[config.mk]
export PLATFORM = sky130hd
export DESIGN_NAME = layer_seq
export DESIGN_NICKNAME = d
export VERILOG_FILES = /design/src/rtl/layer_seq.sv
export SDC_FILE = /design/constraint.sdc
export NUM_CORES = 1
export LEC_CHECK = 0
export CAP_MARGIN = 20
export CORE_AREA = 5 5 168 251
export DETAILED_ROUTE_END_ITERATION = 7
export DIE_AREA = 0 0 173 256
export PLACE_DENSITY = 0.56
export REMOVE_ABC_BUFFERS = 1
export SYNTH_ARGS = -nofsm -noshare
export SYNTH_HDL_FRONTEND = slang
export SYNTH_SLANG_ARGS = --single-unit
export TNS_END_PERCENT = 1
[constraint.sdc]
create_clock -name clk -period 29.9 [get_ports clk]
set_input_delay 5.98 -clock clk [delete_from_list [all_inputs] [get_ports clk]]
set_output_delay 5.98 -clock clk [all_outputs]
set_load 0.1 [all_outputs]
[src/rtl/layer_seq.sv]
// Layer scheduler: walks 8-word descriptors in config ROM, loads the shared geometry
// registers, launches the conv or maxp engine and flips the ping-pong buffer on completion.
module layer_seq #(
   parameter int DATA_SIZE     = 32,
   parameter int CFG_ADDR_BITS = 8,
   parameter int MAX_LAYERS    = 16,
   parameter int LAYER_BITS    = 5
) (
   input  logic                     clk,
   input  logic                     rst,
   input  logic                     start,
   input  logic [CFG_ADDR_BITS-1:0] base_addr,
   output logic [CFG_ADDR_BITS-1:0] cfg_ra,
   input  logic [DATA_SIZE-1:0]     cfg_rd,
   output logic [DATA_SIZE-1:0]     R,
   output logic [DATA_SIZE-1:0]     C,
   output logic [DATA_SIZE-1:0]     M,
   output logic [DATA_SIZE-1:0]     nIR,
   output logic [DATA_SIZE-1:0]     nIC,
   output logic [DATA_SIZE-1:0]     nP,
   output logic [DATA_SIZE-1:0]     MP,
   output logic                     conv_en,
   input  logic                     conv_done,
   output logic                     maxp_en,
   input  logic                     maxp_done,
   output logic                     buf_sel,
   output logic [LAYER_BITS-1:0]    layer_cnt,
   output logic                     busy,
   output logic                     done,
   output logic                     err
);

   typedef enum logic [2:0] {
      S_IDLE,
      S_FETCH,
      S_DECODE,
      S_LAUNCH,
      S_WAIT,
      S_FIN
   } state_t;

   state_t                   state;
   state_t                   state_nxt;
   logic [2:0]               k;
   logic [CFG_ADDR_BITS-1:0] ptr;
   logic                     cap_pending;
   logic [2:0]               cap_k;
   logic [DATA_SIZE-1:0]     type_q;
   logic                     is_conv;
   logic                     is_maxp;
   logic                     eng_done;
   logic                     at_limit;
   logic                     decode_err;

   assign is_conv  = (type_q == DATA_SIZE'(1));
   assign is_maxp  = (type_q == DATA_SIZE'(2));
   assign at_limit = (layer_cnt == LAYER_BITS'(MAX_LAYERS));
   // Only the engine that was launched can end the wait; the other done is noise.
   assign eng_done = (is_conv && conv_done) || (is_maxp && maxp_done);

   assign decode_err = (state == S_DECODE) &&
                       ((is_conv || is_maxp) ? at_limit : (type_q != '0));

   assign cfg_ra  = (state == S_FETCH) ? (ptr + CFG_ADDR_BITS'(k)) : '0;
   assign conv_en = (state == S_LAUNCH) && is_conv;
   assign maxp_en = (state == S_LAUNCH) && is_maxp;
   assign busy    = (state != S_IDLE);
   assign done    = (state == S_FIN);

   always_ff @(posedge clk or posedge rst) begin
      if (rst) state <= S_IDLE;
      else     state <= state_nxt;
   end

   always_comb begin
      state_nxt = state;
      case (state)
         S_IDLE:   if (start) state_nxt = S_FETCH;
         S_FETCH:  if (k == 3'd7) state_nxt = S_DECODE;
         S_DECODE: begin
            if ((is_conv || is_maxp) && !at_limit) state_nxt = S_LAUNCH;
            else                                   state_nxt = S_FIN;
         end
         S_LAUNCH: state_nxt = S_WAIT;
         S_WAIT:   if (eng_done) state_nxt = S_FETCH;
         S_FIN:    state_nxt = S_IDLE;
         default:  state_nxt = S_IDLE;
      endcase
   end

   // ROM data lags the address by a cycle, so each word lands one cycle after its
   // fetch slot; the last word is therefore written while DECODE is active.
   always_ff @(posedge clk or posedge rst) begin
      if (rst) begin
         cap_pending <= 1'b0;
         cap_k       <= '0;
         type_q      <= '0;
         R           <= '0;
         C           <= '0;
         M           <= '0;
         nIR         <= '0;
         nIC         <= '0;
         nP          <= '0;
         MP          <= '0;
      end else begin
         cap_pending <= (state == S_FETCH);
         cap_k       <= k;
         if (cap_pending) begin
            case (cap_k)
               3'd0: type_q <= cfg_rd;
               3'd1: R      <= cfg_rd;
               3'd2: C      <= cfg_rd;
               3'd3: M      <= cfg_rd;
               3'd4: nIR    <= cfg_rd;
               3'd5: nIC    <= cfg_rd;
               3'd6: nP     <= cfg_rd;
               default: MP  <= cfg_rd;
            endcase
         end
      end
   end

   always_ff @(posedge clk or posedge rst) begin
      if (rst) begin
         k         <= '0;
         ptr       <= '0;
         buf_sel   <= 1'b0;
         layer_cnt <= '0;
         err       <= 1'b0;
      end else begin
         case (state)
            S_IDLE: begin
               if (start) begin
                  ptr       <= base_addr;
                  layer_cnt <= '0;
                  err       <= 1'b0;
                  buf_sel   <= 1'b0;
                  k         <= '0;
               end
            end
            S_FETCH:  k <= k + 3'd1;
            S_DECODE: if (decode_err) err <= 1'b1;
            S_WAIT: begin
               if (eng_done) begin
                  buf_sel   <= ~buf_sel;
                  layer_cnt <= layer_cnt + LAYER_BITS'(1);
                  ptr       <= ptr + CFG_ADDR_BITS'(8);
                  k         <= '0;
               end
            end
            default: ;
         endcase
      end
   end

endmodule

; Word-level counts from Yosys, hierarchy flattened
; Index checks and enable logic that the tools add are counted.
[op_classes]
bitwise = 2
magnitude_cmp = 0
multipliers = 0
n_shift = 0
n_eq_ne = 19
n_mux = 21
add_sub_neg = 4
n_reduce_logical = 29
div_mod_pow = 0
[ops]
columns = operator, n
row1 = "32-bit by 1-bit == test with 1-bit output, second input constant", 1
row2 = "32-bit by 2-bit == test with 1-bit output, second input constant", 1
row3 = 32-bit nonzero test, 1
row4 = 8-bit two-way mux, 3
row5 = "3-bit == test, second input constant", 6
row6 = 3-bit two-way mux, 6
row7 = 8-bit case mux with 2 select lines, 1
row8 = 2-bit AND reduction, 8
row9 = 3-bit case mux with 5 select lines, 1
row10 = "3-bit by 2-bit == test with 1-bit output, second input constant", 4
row11 = 3-bit AND reduction, 4
row12 = 5-bit two-way mux, 2
row13 = 5-bit case mux with 2 select lines, 1
row14 = 3-bit case mux with 3 select lines, 1
row15 = 8-bit by 3-bit adder with 8-bit output, 1
row16 = "8-bit by 4-bit adder with 8-bit output, second input constant", 1
row17 = 7-bit OR reduction, 1
row18 = "3-bit by 1-bit == test with 1-bit output, second input constant", 2
row19 = 1-bit logical AND, 6
row20 = 3-bit logical NOT, 2
row21 = "2-bit inequality test, second input constant", 3
row22 = 3-bit nonzero test, 2
row23 = "5-bit by 1-bit adder with 5-bit output, second input constant", 1
row24 = "5-bit == test, second input constant", 1
row25 = 8 further kinds, 15
[word_totals]
reg_bits = 281
word_cells = 91
latchBits = 0
memories = 0
input_bits = 45
romBits = 0
ram_bits = 0

; Depth between registers and ports, before layout
; Gate-level depths: netlist of the first run.
[depth]
depth_word = 6
ltp_mapped = 7

; Worst setup path after synthesis of the first run
; No wires, ideal clock.
[synth_path]
kind = reg-to-output
start = register k[0]
end = output port cfg_ra[6]
path_slack_ns = 21.144
required_ns = 23.920
path_stages_with_launch = 6
path_buffers = 0
arrival_time_ns = 2.776
path_cell_list = dfrtp_1 ha_1 fa_1 a21oi_1 o21ai_0 a21oi_1
[synth_between]
elab_chain_cells = 2
[synth_lines]
columns = element, line
row1 = from (decl), 44  ; logic [2:0] k;
row2 = from (signal assigned), 141  ; S_FETCH: k <= k + 3'd1;
row3 = 8-bit by 3-bit adder with 8-bit output, 64  ; assign cfg_ra = (state == S_FETCH) ? (ptr + CFG_ADDR_BITS'(k)) : '0;
row4 = 8-bit two-way mux, 64
row5 = to (decl), 13  ; output logic [CFG_ADDR_BITS-1:0] cfg_ra,
; No other way between the ends.

; Worst setup path after layout of the first run
[layout_path]
start = register type_q[22]
end = output port maxp_en
[layout_between]
elab_chain_cells = 2
[layout_lines]
columns = element, line
row1 = from (decl), 48  ; logic [DATA_SIZE-1:0] type_q;
row2 = from (signal assigned), 110  ; 3'd0: type_q <= cfg_rd;
row3 = 32-bit by 2-bit == test with 1-bit output, 56  ; assign is_maxp = (type_q == DATA_SIZE'(2));
row4 = 1-bit logical AND, 66  ; assign maxp_en = (state == S_LAUNCH) && is_maxp;
row5 = to (decl), 24  ; output logic maxp_en,
; No other way between the ends.

==> results.md, run 1 <==
- Status: completed
- Setup violators final: 0
- Register area share after synthesis: 0.641
- Ys Warns: 0
- Max frequency: 104 MHz
- Busiest grt layer: met2
- Initial antenna violation count: 0
- Final Hold Viols: 0
- CTS tree: built
- Share of the synthesized area in the top cell type: 0.641
- Delay-heaviest family, CP: simple AND/OR/NAND/NOR gates
- GRT met3 Usage: 0.0276
- Post-DP HPWL: 22.3 mm
- Biggest area consumer among synthesized cells: dfrtp_1
- Unrepaired setup endpoints after global routing: false
- Post-route ant nets: 0
- Clk sinks: 281
- Crit. End Element: output port
- Min-delay worst type: flop to flop
- GPL Wtd Cong: 0.784
- Antenna fix cells: 0
- Chip Width: 173 um
- Drt pass-1 iters: 5
- EDFF count, synth: 0
- Ys async rst share: 1.00
- Period minus WS final: 9.64 ns
- R2R Setup Slk: 27.52 ns
- Total grt overflow: 0
- WL/cell: 21.1 um
- FP Rows: 90
- Synth area leaders: dfrtp_1, mux2_2, clkbuf_1
- Via Count: 7,049
- Clk_lat worst skew: 0.55 ns
- # resized after CTS: 0
- Max incr delay on CP: 1.15 ns
- Number of buffers created by CTS: 28
- Crit-path cells: nor4_1 -> nand4_1 -> nor3_1 -> nand3_1 -> nor2_1 -> clkdlybuf4s50_1
- Largest net degree at the start of global routing: 141
- Total Neg Setup Slack: 0 ns
- Final period util: 0.323
- CTS H-tree depth: 1
- Critical Path RT: 23.92 ns
- Share of layout cells above drive strength 1: 0.313
- Hold buffer count at CTS: 0
- Residual DRC: 0
- Worst path buffer plus inverter count: 1
- Post-Syn Instances: 713
- Vias in the first global route: 7,560
- Reg clk slew, reported paths: 0.06 ns
- Iteration-0 DRC Markers: 328
- Worst-Margin Slew: 1.07 ns
- Worst Clk Skew: 0.0101 ns
- DIE AREA: 0.0443 mm2
- Rel. slew slack: 0.283
- Met2 usage in global routing: 0.275
- Layout area overhead: 40.4%
- Yosys reg bits: 281
- Top FF cell, synth: dfrtp_1
- Grt met1 use: 0.157
- WP data arrival: 3.66 ns
- Die H: 256 um
- Port bufs: 287
- Critical Path Fanout Max: 5
- Startpoint type of the worst setup path: flop
- Initial Utilization: 0.275
- Post-Syn Area: 0.0110 mm2
- Commonest cells after routing, fill and taps aside: clkdlybuf4s50_1, dfrtp_1, mux2_2, clkbuf_16, nand2_1
- Ports: 288
- Routed wire length: 32.4 mm
- Root buffer cell: clkbuf_16
- Max Cap Viol: 0
- Core area: 0.0399 mm2
- Synth unique cells: 43
- Syn Area/Cell: 15.4 um2
- Max Buffers Root-to-Sink: 3
- Tot GR Track Use: 0.144
- WS Path Type: flop to output port
- First-pass GRT wire length: 49.5 mm
- CP max stage cell: clkdlybuf4s50_1
- Final net count: 1,066
- Vias per cell: 4.60
- Count of final max-slew check failures: 0
- Most common cell after layout, fill and taps aside: clkdlybuf4s50_1
- Setup bufs post-CTS: 0
-- path summary, 6_finish.rpt --
check | start | endpoint | depth (start not counted)
worst max-delay path | type_q[22] | maxp_en | 6
worst min-delay path | k[2] | cap_k[2] | 0
worst max register to register | type_q[22] | layer_cnt[4] | 5
worst min register to register | k[2] | cap_k[2] | 0
max in group asynchronous | rst | C[24] | 4
min in group asynchronous | rst | MP[17] | 2
-- per-layer routing --
metal | share of wire | vias to the layer above
met5 | 0 | -
met4 | 0.028 | 0
met3 | 0.050 | 40
met2 | 0.55 | 190
met1 | 0.37 | 3664
li1 | - | 3155
-- cell usage after synthesis, types with 2 or more instances --
master,number
dfrtp_1,281
clkbuf_1,30
a21oi_1,7
and2_1,3
mux2_2,256
nand3_1,8
ha_1,8
o21ai_0,9
nand2b_1,7
nand4_1,2
nor3_1,6
a22o_1,3
o211ai_1,3
a32o_1,3
nand3b_1,2
or3_1,2
xnor2_1,3
o311ai_1,2
nand2_1,18
nor2_1,16
inv_1,8
a21o_1,5
nor4_1,7
buf_6,2
nor3b_1,2
nand4b_1,3
-- through the flow --
stage	hold WS (ns)	worst slack [ns]	util	std cells	cell area, um2
2_1_floorplan	0.405	16.17	-	681	10800
3_3_place_gp	0.423	20.84	0.363	1486	14500
3_5_place_dp	0.438	20.82	0.363	1487	14500
4_1_cts	0.451	20.20	0.386	1533	15400
5_1_grt	0.463	19.90	0.387	1534	15400
6_report	0.438	20.26	0.387	1534	15400
-- state kept, by name, summed over array words and instances, names as in the netlist --
| register | cells |
|---|---|
| nIC | 32 |
| err | 1 |
| cap_k | 3 |
| state | 3 |
| nIR | 32 |
| type_q | 32 |
| R | 32 |
| k | 3 |
| M | 32 |
| buf_sel | 1 |
| cap_pending | 1 |
| nP | 32 |
| C | 32 |
| MP | 32 |
| ptr | 8 |
| layer_cnt | 5 |
-- worst register-to-register path: stages (launching register included) --
cell and delay [ns]:
dfrtp_1 0.38, nor4_1 0.35, nand4_1 0.23, nor3_1 0.61
a21oi_1 0.37, a22o_1 0.33
-- logic make-up after synthesis --
logic type,after synthesis,share of synthesized area
fa+ha+maj,9,0.0109
compound gates,40,0.0259
simple gates,82,0.0408
flops,281,0.641
buf+inv,40,0.0150
xor+xnor,4,0.00319
mux,257,0.264
-- area by class of cell --
class                           count  area (um2)
Multi-Input combinational cell    392        3800
Timing Repair Buffer              301        3000
Tap cell                          506         633
Inverter                            8        37.5
Fill cell                        3851       24500
Clock inverter                      8        93.8
Sequential cell                   281        7030
Clock buffer                       38         810
Power of run 1 is not shown: default switching activity piles up to over one toggle a cycle in this logic, so the estimate is an artifact.
==> run 2: changes to the inputs <==
PLACE_DENSITY = 0.58   (was 0.56)
clock period = 7.7 ns   (was 29.9 ns; I/O delays follow)
==> results.md, run 2 (synthesized netlist as in run 1, its figures left out) <==
- Final core utilization: 0.389
- Hold buffer count at CTS: 0
- Critical Path RT: 6.16 ns
- Share of layout cells above drive strength 1: 0.315
- Min-delay worst type: flop to flop
- Max Buffers Root-to-Sink: 3
- Tot GR Track Use: 0.142
- Period minus WS final: 5.12 ns
- Count of final max-slew check failures: 0
- Number of buffers created by CTS: 29
- Clk sinks: 281
- Crit-path cells: nor4_1 -> nand4_1 -> nor3_1 -> nand3_1 -> nor2_1 -> clkdlybuf4s50_1
- Layout area overhead: 41.1%
- Post-DP HPWL: 22.6 mm
- Max Cap Viol: 0
- DIE AREA: 0.0443 mm2
- Critical Path Fanout Max: 5
- Setup violators final: 0
- Antenna fix cells: 0
- WL/cell: 20.8 um
- Vias per cell: 4.52
- CTS tree: built
- Chip Width: 173 um
- Vias in the first global route: 7,463
- Via Count: 6,959
- Largest net degree at the start of global routing: 117
- Total grt overflow: 0
- Crit. End Element: output port
- Max frequency: 195 MHz
- Routed wire length: 32.0 mm
- # resized after CTS: 0
- First-pass GRT wire length: 48.6 mm
- Root buffer cell: clkbuf_16
- CTS H-tree depth: 1
- Clk_lat worst skew: 0.56 ns
- WS Path Type: flop to output port
- Hold slack: 0.442 ns
- GPL Wtd Cong: 0.778
- FF-to-FF path depth: 3
- Final WS setup: 2.58 ns
- Final Hold Viols: 0
- Core area: 0.0399 mm2
- Drt pass-1 iters: 4
- FP Rows: 90
- Setup bufs post-CTS: 0
- Status: completed
- CP max stage cell: clkdlybuf4s50_1
- Post-route ant nets: 0
- Most common cell after layout, fill and taps aside: clkdlybuf4s50_1
- Startpoint type of the worst setup path: flop
- Reg clk slew, reported paths: 0.07 ns
- Iteration-0 DRC Markers: 268
- WP data arrival: 3.58 ns
- Commonest cells after routing, fill and taps aside: clkdlybuf4s50_1, dfrtp_1, mux2_2, clkbuf_16, nand2_1
- Die H: 256 um
- Pre-CTS setup slack: 3.13 ns
- Worst Clk Skew: 0.0162 ns
- Ports: 288
- Final net count: 1,068
- Unrepaired setup endpoints after global routing: false
- Initial antenna violation count: 0
- Initial Utilization: 0.275
- Port bufs: 287
- Rel. slew slack: 0.278
- Hold path depth: 0
- Max incr delay on CP: 1.15 ns
- Worst-Margin Slew: 1.08 ns
- Final period util: 0.664
- Residual DRC: 0
-- run 2: worst paths after layout --
check | start | end | slack [ns]
worst min register to register | k[2] | cap_k[2] | 0.44
worst max-delay path | type_q[13] | conv_en | 2.58
max in group asynchronous | rst | MP[8] | 4.72
min in group asynchronous | rst | nIR[17] | 1.54
worst max register to register | cap_k[2] | M[26] | 5.36
worst min-delay path | k[2] | cap_k[2] | 0.44
-- run 2: cell type report --
type / instances / area, um2
Multi-Input combinational cell: 392 / 3800
Clock buffer: 42 / 845
Inverter: 8 / 37.5
Fill cell: 3845 / 24400
Clock inverter: 8 / 150
Timing Repair Buffer: 302 / 3000
Sequential cell: 281 / 7030
Tap cell: 506 / 633
-- run 2: through the flow --
step                std cells  cell area (um2)  setup TNS, ns
global route             1539            15500              0
floorplan                 681            10800        -446.94
detailed placement       1487            14500              0
finish                   1539            15500              0
CTS                      1537            15500              0
global placement         1487            14500              0
-- run 2: metal layers --
metal / routed length (um) / share of wire / track usage / vias up
li1: - / - / - / 3152
met3: 1720 / 0.054 / 0.0319 / 39
met5: 0 / 0 / 0 / -
met2: 17300 / 0.54 / 0.262 / 179
met1: 12200 / 0.38 / 0.161 / 3589
met4: 891 / 0.028 / 0.0477 / 0
-- run 2: critical path, delay by kind of cell, from the launching register on --
family        cells  cell delay, ns
flops             1            0.37
buf+inv           1            1.15
simple gates      5            1.50
Power of run 2 is left out for the same reason.
